`config.mk`:
```
export PLATFORM = sky130hd
export DESIGN_NAME = dp_floating_divider
export DESIGN_NICKNAME = d
export VERILOG_FILES = /design/src/rtl/dp_floating_divider_pkg.sv /design/src/rtl/dp_floating_divider_classify.sv /design/src/rtl/dp_floating_divider.sv
export SDC_FILE = /design/constraint.sdc
export NUM_CORES = 1
export LEC_CHECK = 0
export BUFFER_PORTS_ARGS = -buffer_cell sky130_fd_sc_hd__buf_4
export CORE_MARGIN = 2
export CORE_UTILIZATION = 40
export DETAILED_ROUTE_END_ITERATION = 8
export PLACE_DENSITY = 0.67
export SLEW_MARGIN = 15
export SYNTH_ARGS = -nofsm -noshare
export SYNTH_HDL_FRONTEND = slang
export SYNTH_HIERARCHICAL = 1
export SYNTH_SLANG_ARGS = --single-unit
```
`constraint.sdc`:
```
create_clock -name clk -period 7.89 [get_ports clk]
set_clock_uncertainty 0.15 [all_clocks]
set_input_delay 1.578 -clock clk [delete_from_list [all_inputs] [get_ports clk]]
set_output_delay 1.578 -clock clk [all_outputs]
set_load 0.01 [all_outputs]
```
`src/rtl/dp_floating_divider_pkg.sv`:
```
// Shared definitions for the binary64 divider: field widths, bias, canonical NaN,
// controller states and operand classes.
package dp_floating_divider_pkg;

    localparam int EXP_W = 11;
    localparam int MAN_W = 52;
    localparam int BIAS  = 1023;

    localparam logic [63:0] QNAN = 64'h7FF8000000000000;

    typedef enum logic [1:0] {
        IDLE,
        UNPACK,
        DIV,
        ROUND
    } state_t;

    typedef enum logic [1:0] {
        ZERO,
        NORM,
        INF,
        NAN
    } fp_class_t;

endpackage

```
`src/rtl/dp_floating_divider_classify.sv`:
```
// Combinational unpack of a binary64 word: sign, exponent, significand with hidden bit,
// and operand class. Denormals are flushed to a signed zero.
module dp_fp_classify
    import dp_floating_divider_pkg::*;
(
    input  logic [63:0]      word,
    output logic             sign,
    output logic [EXP_W-1:0] expo,
    output logic [MAN_W:0]   man,
    output logic [1:0]       cls
);

    always_comb begin
        sign = word[63];
        expo = word[62:52];
        man  = {1'b1, word[51:0]};
        cls  = NORM;
        if (word[62:52] == '0) begin
            expo = '0;
            man  = '0;
            cls  = ZERO;
        end else if (word[62:52] == '1) begin
            cls = (word[51:0] == '0) ? INF : NAN;
        end
    end

endmodule

```
`src/rtl/dp_floating_divider.sv`:
```
// Multi-cycle IEEE-754 binary64 divider: radix-2 restoring division of the significands,
// round-to-nearest-even, flush-to-zero on denormal inputs and underflowing results.
module dp_floating_divider
    import dp_floating_divider_pkg::*;
#(
    parameter int DIV_ITERS = 55
) (
    input  logic        clk,
    input  logic        nrst,
    input  logic [63:0] a,
    input  logic [63:0] b,
    input  logic        start,
    output logic        ready,
    output logic [63:0] quo,
    output logic        valid,
    output logic [3:0]  flags
);

    localparam int CNT_W = $clog2(DIV_ITERS + 1);
    localparam int SIG_W = MAN_W + 1;

    state_t state, next_state;

    logic [63:0]       ra, rb;
    logic              sign_a, sign_b;
    logic [EXP_W-1:0]  exp_a, exp_b;
    logic [SIG_W-1:0]  man_a, man_b;
    logic [1:0]        cls_a_raw, cls_b_raw;
    fp_class_t         cls_a, cls_b;

    logic [CNT_W-1:0]     cnt;
    logic                 sign_r;
    logic signed [12:0]   exp_r;
    logic [SIG_W:0]       rem;
    logic [SIG_W-1:0]     dvsr;
    logic [DIV_ITERS-1:0] q;
    logic                 special_r;
    logic [63:0]          spec_quo_r;
    logic [3:0]           spec_flags_r;

    dp_fp_classify u_cls_a (
        .word (ra),
        .sign (sign_a),
        .expo (exp_a),
        .man  (man_a),
        .cls  (cls_a_raw)
    );

    dp_fp_classify u_cls_b (
        .word (rb),
        .sign (sign_b),
        .expo (exp_b),
        .man  (man_b),
        .cls  (cls_b_raw)
    );

    assign cls_a = fp_class_t'(cls_a_raw);
    assign cls_b = fp_class_t'(cls_b_raw);

    // Unpack stage: result sign, pre-shift decision, biased exponent and special outcomes.
    logic               pre, sign_n, spec_hit;
    logic signed [12:0] exp_n;
    logic [63:0]        spec_quo;
    logic [3:0]         spec_flags;

    always_comb begin
        sign_n     = sign_a ^ sign_b;
        pre        = man_a < man_b;
        exp_n      = 13'({2'b00, exp_a}) - 13'({2'b00, exp_b}) + 13'(BIAS) - 13'(pre);
        spec_hit   = 1'b1;
        spec_quo   = '0;
        spec_flags = '0;
        if (cls_a == NAN || cls_b == NAN ||
            (cls_a == ZERO && cls_b == ZERO) || (cls_a == INF && cls_b == INF)) begin
            spec_quo   = QNAN;
            spec_flags = 4'b1000;
        end else if (cls_a == INF) begin
            spec_quo = {sign_n, 11'h7FF, 52'd0};
        end else if (cls_b == INF || cls_a == ZERO) begin
            spec_quo = {sign_n, 63'd0};
        end else if (cls_b == ZERO) begin
            spec_quo   = {sign_n, 11'h7FF, 52'd0};
            spec_flags = 4'b0100;
        end else begin
            spec_hit = 1'b0;
        end
    end

    logic           ge;
    logic [SIG_W:0] rem_sub;

    assign ge      = rem >= {1'b0, dvsr};
    assign rem_sub = ge ? rem - {1'b0, dvsr} : rem;

    // Rounding: sum[SIG_W:SIG_W-1] is 2'b01 normally and 2'b10 on carry-out, so it
    // doubles as the exponent increment (minus one).
    logic [SIG_W-1:0]   sig;
    logic               guard, tail, up;
    logic [SIG_W:0]     sum;
    logic signed [12:0] exp_fin;

    assign sig     = q[DIV_ITERS-1 -: SIG_W];
    assign guard   = q[DIV_ITERS-SIG_W-1];
    assign tail    = (|q[DIV_ITERS-SIG_W-2:0]) | (|rem);
    assign up      = guard & (tail | sig[0]);
    assign sum     = {1'b0, sig} + {{SIG_W{1'b0}}, up};
    assign exp_fin = exp_r + 13'(sum[SIG_W:SIG_W-1]) - 13'sd1;

    always_ff @(posedge clk or negedge nrst) begin
        if (!nrst) begin
            state <= IDLE;
        end else begin
            state <= next_state;
        end
    end

    always_comb begin
        next_state = state;
        case (state)
            IDLE:    if (start) next_state = UNPACK;
            UNPACK:  next_state = DIV;
            DIV:     if (cnt == CNT_W'(DIV_ITERS - 1)) next_state = ROUND;
            ROUND:   next_state = IDLE;
            default: next_state = IDLE;
        endcase
    end

    always_comb begin
        ready = (state == IDLE);
    end

    always_ff @(posedge clk or negedge nrst) begin
        if (!nrst) begin
            ra           <= '0;
            rb           <= '0;
            cnt          <= '0;
            sign_r       <= 1'b0;
            exp_r        <= '0;
            rem          <= '0;
            dvsr         <= '0;
            q            <= '0;
            special_r    <= 1'b0;
            spec_quo_r   <= '0;
            spec_flags_r <= '0;
            quo          <= '0;
            flags        <= '0;
            valid        <= 1'b0;
        end else begin
            valid <= 1'b0;
            case (state)
                IDLE: begin
                    if (start) begin
                        ra <= a;
                        rb <= b;
                    end
                end
                UNPACK: begin
                    sign_r       <= sign_n;
                    exp_r        <= exp_n;
                    rem          <= pre ? {man_a, 1'b0} : {1'b0, man_a};
                    dvsr         <= man_b;
                    q            <= '0;
                    cnt          <= '0;
                    special_r    <= spec_hit;
                    spec_quo_r   <= spec_quo;
                    spec_flags_r <= spec_flags;
                end
                DIV: begin
                    q   <= {q[DIV_ITERS-2:0], ge};
                    rem <= rem_sub << 1;
                    cnt <= cnt + CNT_W'(1);
                end
                ROUND: begin
                    valid <= 1'b1;
                    cnt   <= '0;
                    if (special_r) begin
                        quo   <= spec_quo_r;
                        flags <= spec_flags_r;
                    end else if (exp_fin >= 13'sd2047) begin
                        quo   <= {sign_r, 11'h7FF, 52'd0};
                        flags <= 4'b0010;
                    end else if (exp_fin <= 13'sd0) begin
                        quo   <= {sign_r, 63'd0};
                        flags <= 4'b0001;
                    end else begin
                        quo   <= {sign_r, exp_fin[10:0], sum[MAN_W-1:0]};
                        flags <= 4'b0000;
                    end
                end
                default: ;
            endcase
        end
    end

endmodule

```
==> results.cfg <==
[run_status]
outcome = finished, final reports clean

[worst_setup_path]
critPathTopFamily = simple AND/OR/NAND/NOR gates
max_stage_delay_ns = 0.57
critPathKind = reg -> reg
required_ns = 8.17
cp.arrival_ns = 6.62
crit_fanout = 52
slowest_stage = or3_1
r2r_cells = 25
critical_path_cell_count = 25
endpoint_kind = register
critical_path.startpoint_type = register
worst-path-buf-inv = 3
critPathMostFrequentCell = ha_1

[die]
core-area_um2 = 60500
floorplan.initialDensity = 0.405
die_area_um2 = 63300
rows = 90
fp.dieH_um = 252
io_pins = 201
die_w_um = 252

[layout]
drive_gt1_frac = 0.210
final_cell_mix = dfrtp_1, inv_1, buf_4
syn_to_final_growth_pct = 14.6
insertedDiodeCount = 0
multi_input_area_um2 = 13300
layout_commonest_cell = dfrtp_1
num-fill-cells = 5634
nets = 2998
register_area_um2 = 9660

[synthesis]
synth_edf_count = 0
netlist_area_um2 = 24500
synth_cells = 2597
syn_area_per_cell_um2 = 9.44
yosysUniqueCellTypes = 92
synth_seq_cells = 386
synthArstFlopShare = 1.00
synth.net_count = 2880
synth_flop_cell = dfrtp_1
yosysSeqAreaShare = 0.394
ys_warn_count = 6

[timing]
rsz0062_at_grt = false
finalHoldViolCount = 0
fin_crit_sh = 0.803
worstMarginPinSlew_ns = 1.06
max_freq_mhz = 158
maxSlewViolCount = 0
finalSetupViolations = 0
relSlewSlack = 0.292
period_needed_ns = 6.34
fin_setup_tns_ns = 0

[grt]
grtUsageTotal = 0.211
overflow = 0
grt_pass1_vias = 19800
antenna_found_initial = 0
grt_pass1_wl_mm = 108
grt_max_degree = 168

[clock_tree]
clock_latency_ns = 0.60
post_cts_resized = 0
cts.root.buffer_cell = clkbuf_16
post_cts_buffers = 0
clk_pin_slew_ns = 0.06
ctsHtreeMaxLevel = 2
clockBufferDepth = 3
numClockSinks = 386
numCtsBuffers = 45
cts_tree = yes
hold_buffers = 0

[placement]
numPortBuffers = 200
dp.final_hpwl_mm = 49.9
place.gp.congestion = 0.946

[drt]
drt_iter0_markers = 1349
num_vias = 19800
drc = 0
drtAntennaViolNets = 0
dr.pass1.iters = 5
detail_route.wl_per_cell_um = 19.1
drt_wl_total_mm = 67.4
via_per_inst = 5.61

[hold_path]
min_path_type = reg -> reg
whs_path_depth = 1

[run]
maxCapViolCount = 0
==> state kept, by name, indices dropped and copies added, names as in the netlist <==
| register | count |
|---|---|
| quo | 64 |
| ra | 64 |
| rb | 64 |
| q | 55 |
| rem | 54 |
| dvsr | 53 |
| exp_r | 13 |
| cnt | 6 |
| flags | 4 |
| spec_quo_r | 3 |
| state | 2 |
| sign_r | 1 |
| spec_flags_r | 1 |
| special_r | 1 |
| valid | 1 |
==> Yosys cell counts (10+ instances only) <==
| cell type | count | area share |
|---|---|---|
| a211oi_1 | 11 | 0.0034 |
| a21o_1 | 39 | 0.012 |
| a21oi_1 | 126 | 0.026 |
| a31oi_1 | 12 | 0.0031 |
| and2_1 | 11 | 0.0028 |
| and2_4 | 98 | 0.035 |
| and3_1 | 10 | 0.0026 |
| buf_2 | 23 | 0.0047 |
| buf_4 | 13 | 0.0040 |
| buf_6 | 11 | 0.0051 |
| clkbuf_1 | 93 | 0.014 |
| dfrtp_1 | 386 | 0.39 |
| ha_1 | 148 | 0.076 |
| inv_1 | 229 | 0.035 |
| mux2_2 | 140 | 0.064 |
| mux2i_1 | 55 | 0.022 |
| nand2_1 | 212 | 0.032 |
| nand2b_1 | 11 | 0.0028 |
| nand3_1 | 105 | 0.021 |
| nand4_1 | 53 | 0.014 |
| nor2_1 | 121 | 0.019 |
| nor2b_1 | 13 | 0.0033 |
| nor3_1 | 33 | 0.0067 |
| nor4_1 | 49 | 0.013 |
| o211ai_1 | 11 | 0.0034 |
| o21a_1 | 21 | 0.0064 |
| o21ai_0 | 171 | 0.035 |
| o21bai_1 | 21 | 0.0064 |
| o221ai_1 | 43 | 0.015 |
| o2bb2ai_1 | 52 | 0.019 |
| xnor2_1 | 86 | 0.031 |
| xor2_1 | 41 | 0.015 |
==> metal layers <==
metal	track usage	wire length, µm	vias up	part of all wire
li1	-	-	9390	-
met1	0.281	30000	9676	0.45
met2	0.342	31000	581	0.46
met3	0.0334	3710	145	0.055
met4	0.0874	2670	0	0.040
met5	0	0	-	0
==> per-stage QoR <==
stage	cell area, µm²	setup WS [ns]	hold slack (ns)	util	instances
global placement	26500	1.69	0.321	0.438	3450
detailed placement	26500	1.61	0.325	0.438	3450
floorplan	24500	2.64	0.301	-	2597
global route	28100	1.06	0.352	0.464	3530
CTS	28100	1.53	0.341	0.464	3530
finish	28100	1.55	0.336	0.464	3530
==> final timing paths <==
check	startpoint	to	slack, ns
max in group asynchronous	nrst	q[39]$_DFFE_PN0P_	5.42
max reg2reg	q[2]$_DFFE_PN0P_	quo[6]$_DFFE_PN0P_	1.55
max	q[2]$_DFFE_PN0P_	quo[6]$_DFFE_PN0P_	1.55
min reg2reg	quo[12]$_DFFE_PN0P_	quo[12]$_DFFE_PN0P_	0.34
min	quo[12]$_DFFE_PN0P_	quo[12]$_DFFE_PN0P_	0.34
min in group asynchronous	nrst	rem[36]$_DFFE_PN0P_	0.81
==> layout make-up <==
class	instances	share of cell area
clock buffers	66	0.0476
clock inverters	14	0.00838
inverters	231	0.0309
multi-input cells	1831	0.474
flip-flops and latches	386	0.344
well taps	782	0.0349
repair buffers	220	0.0600
==> logic make-up (layout without fill, tap and decap cells) <==
group | Yosys count | count (layout) | share of synthesized area
compound gates | 594 | 594 | 0.161
xor+xnor | 127 | 127 | 0.0454
fa+ha+maj | 152 | 152 | 0.0788
buf+inv | 380 | 531 | 0.0648
flops | 386 | 386 | 0.394
mux | 197 | 197 | 0.0877
simple gates | 761 | 761 | 0.168
Power is not shown: default switching activity piles up to over one toggle a cycle in this logic, so the estimate is an artifact.
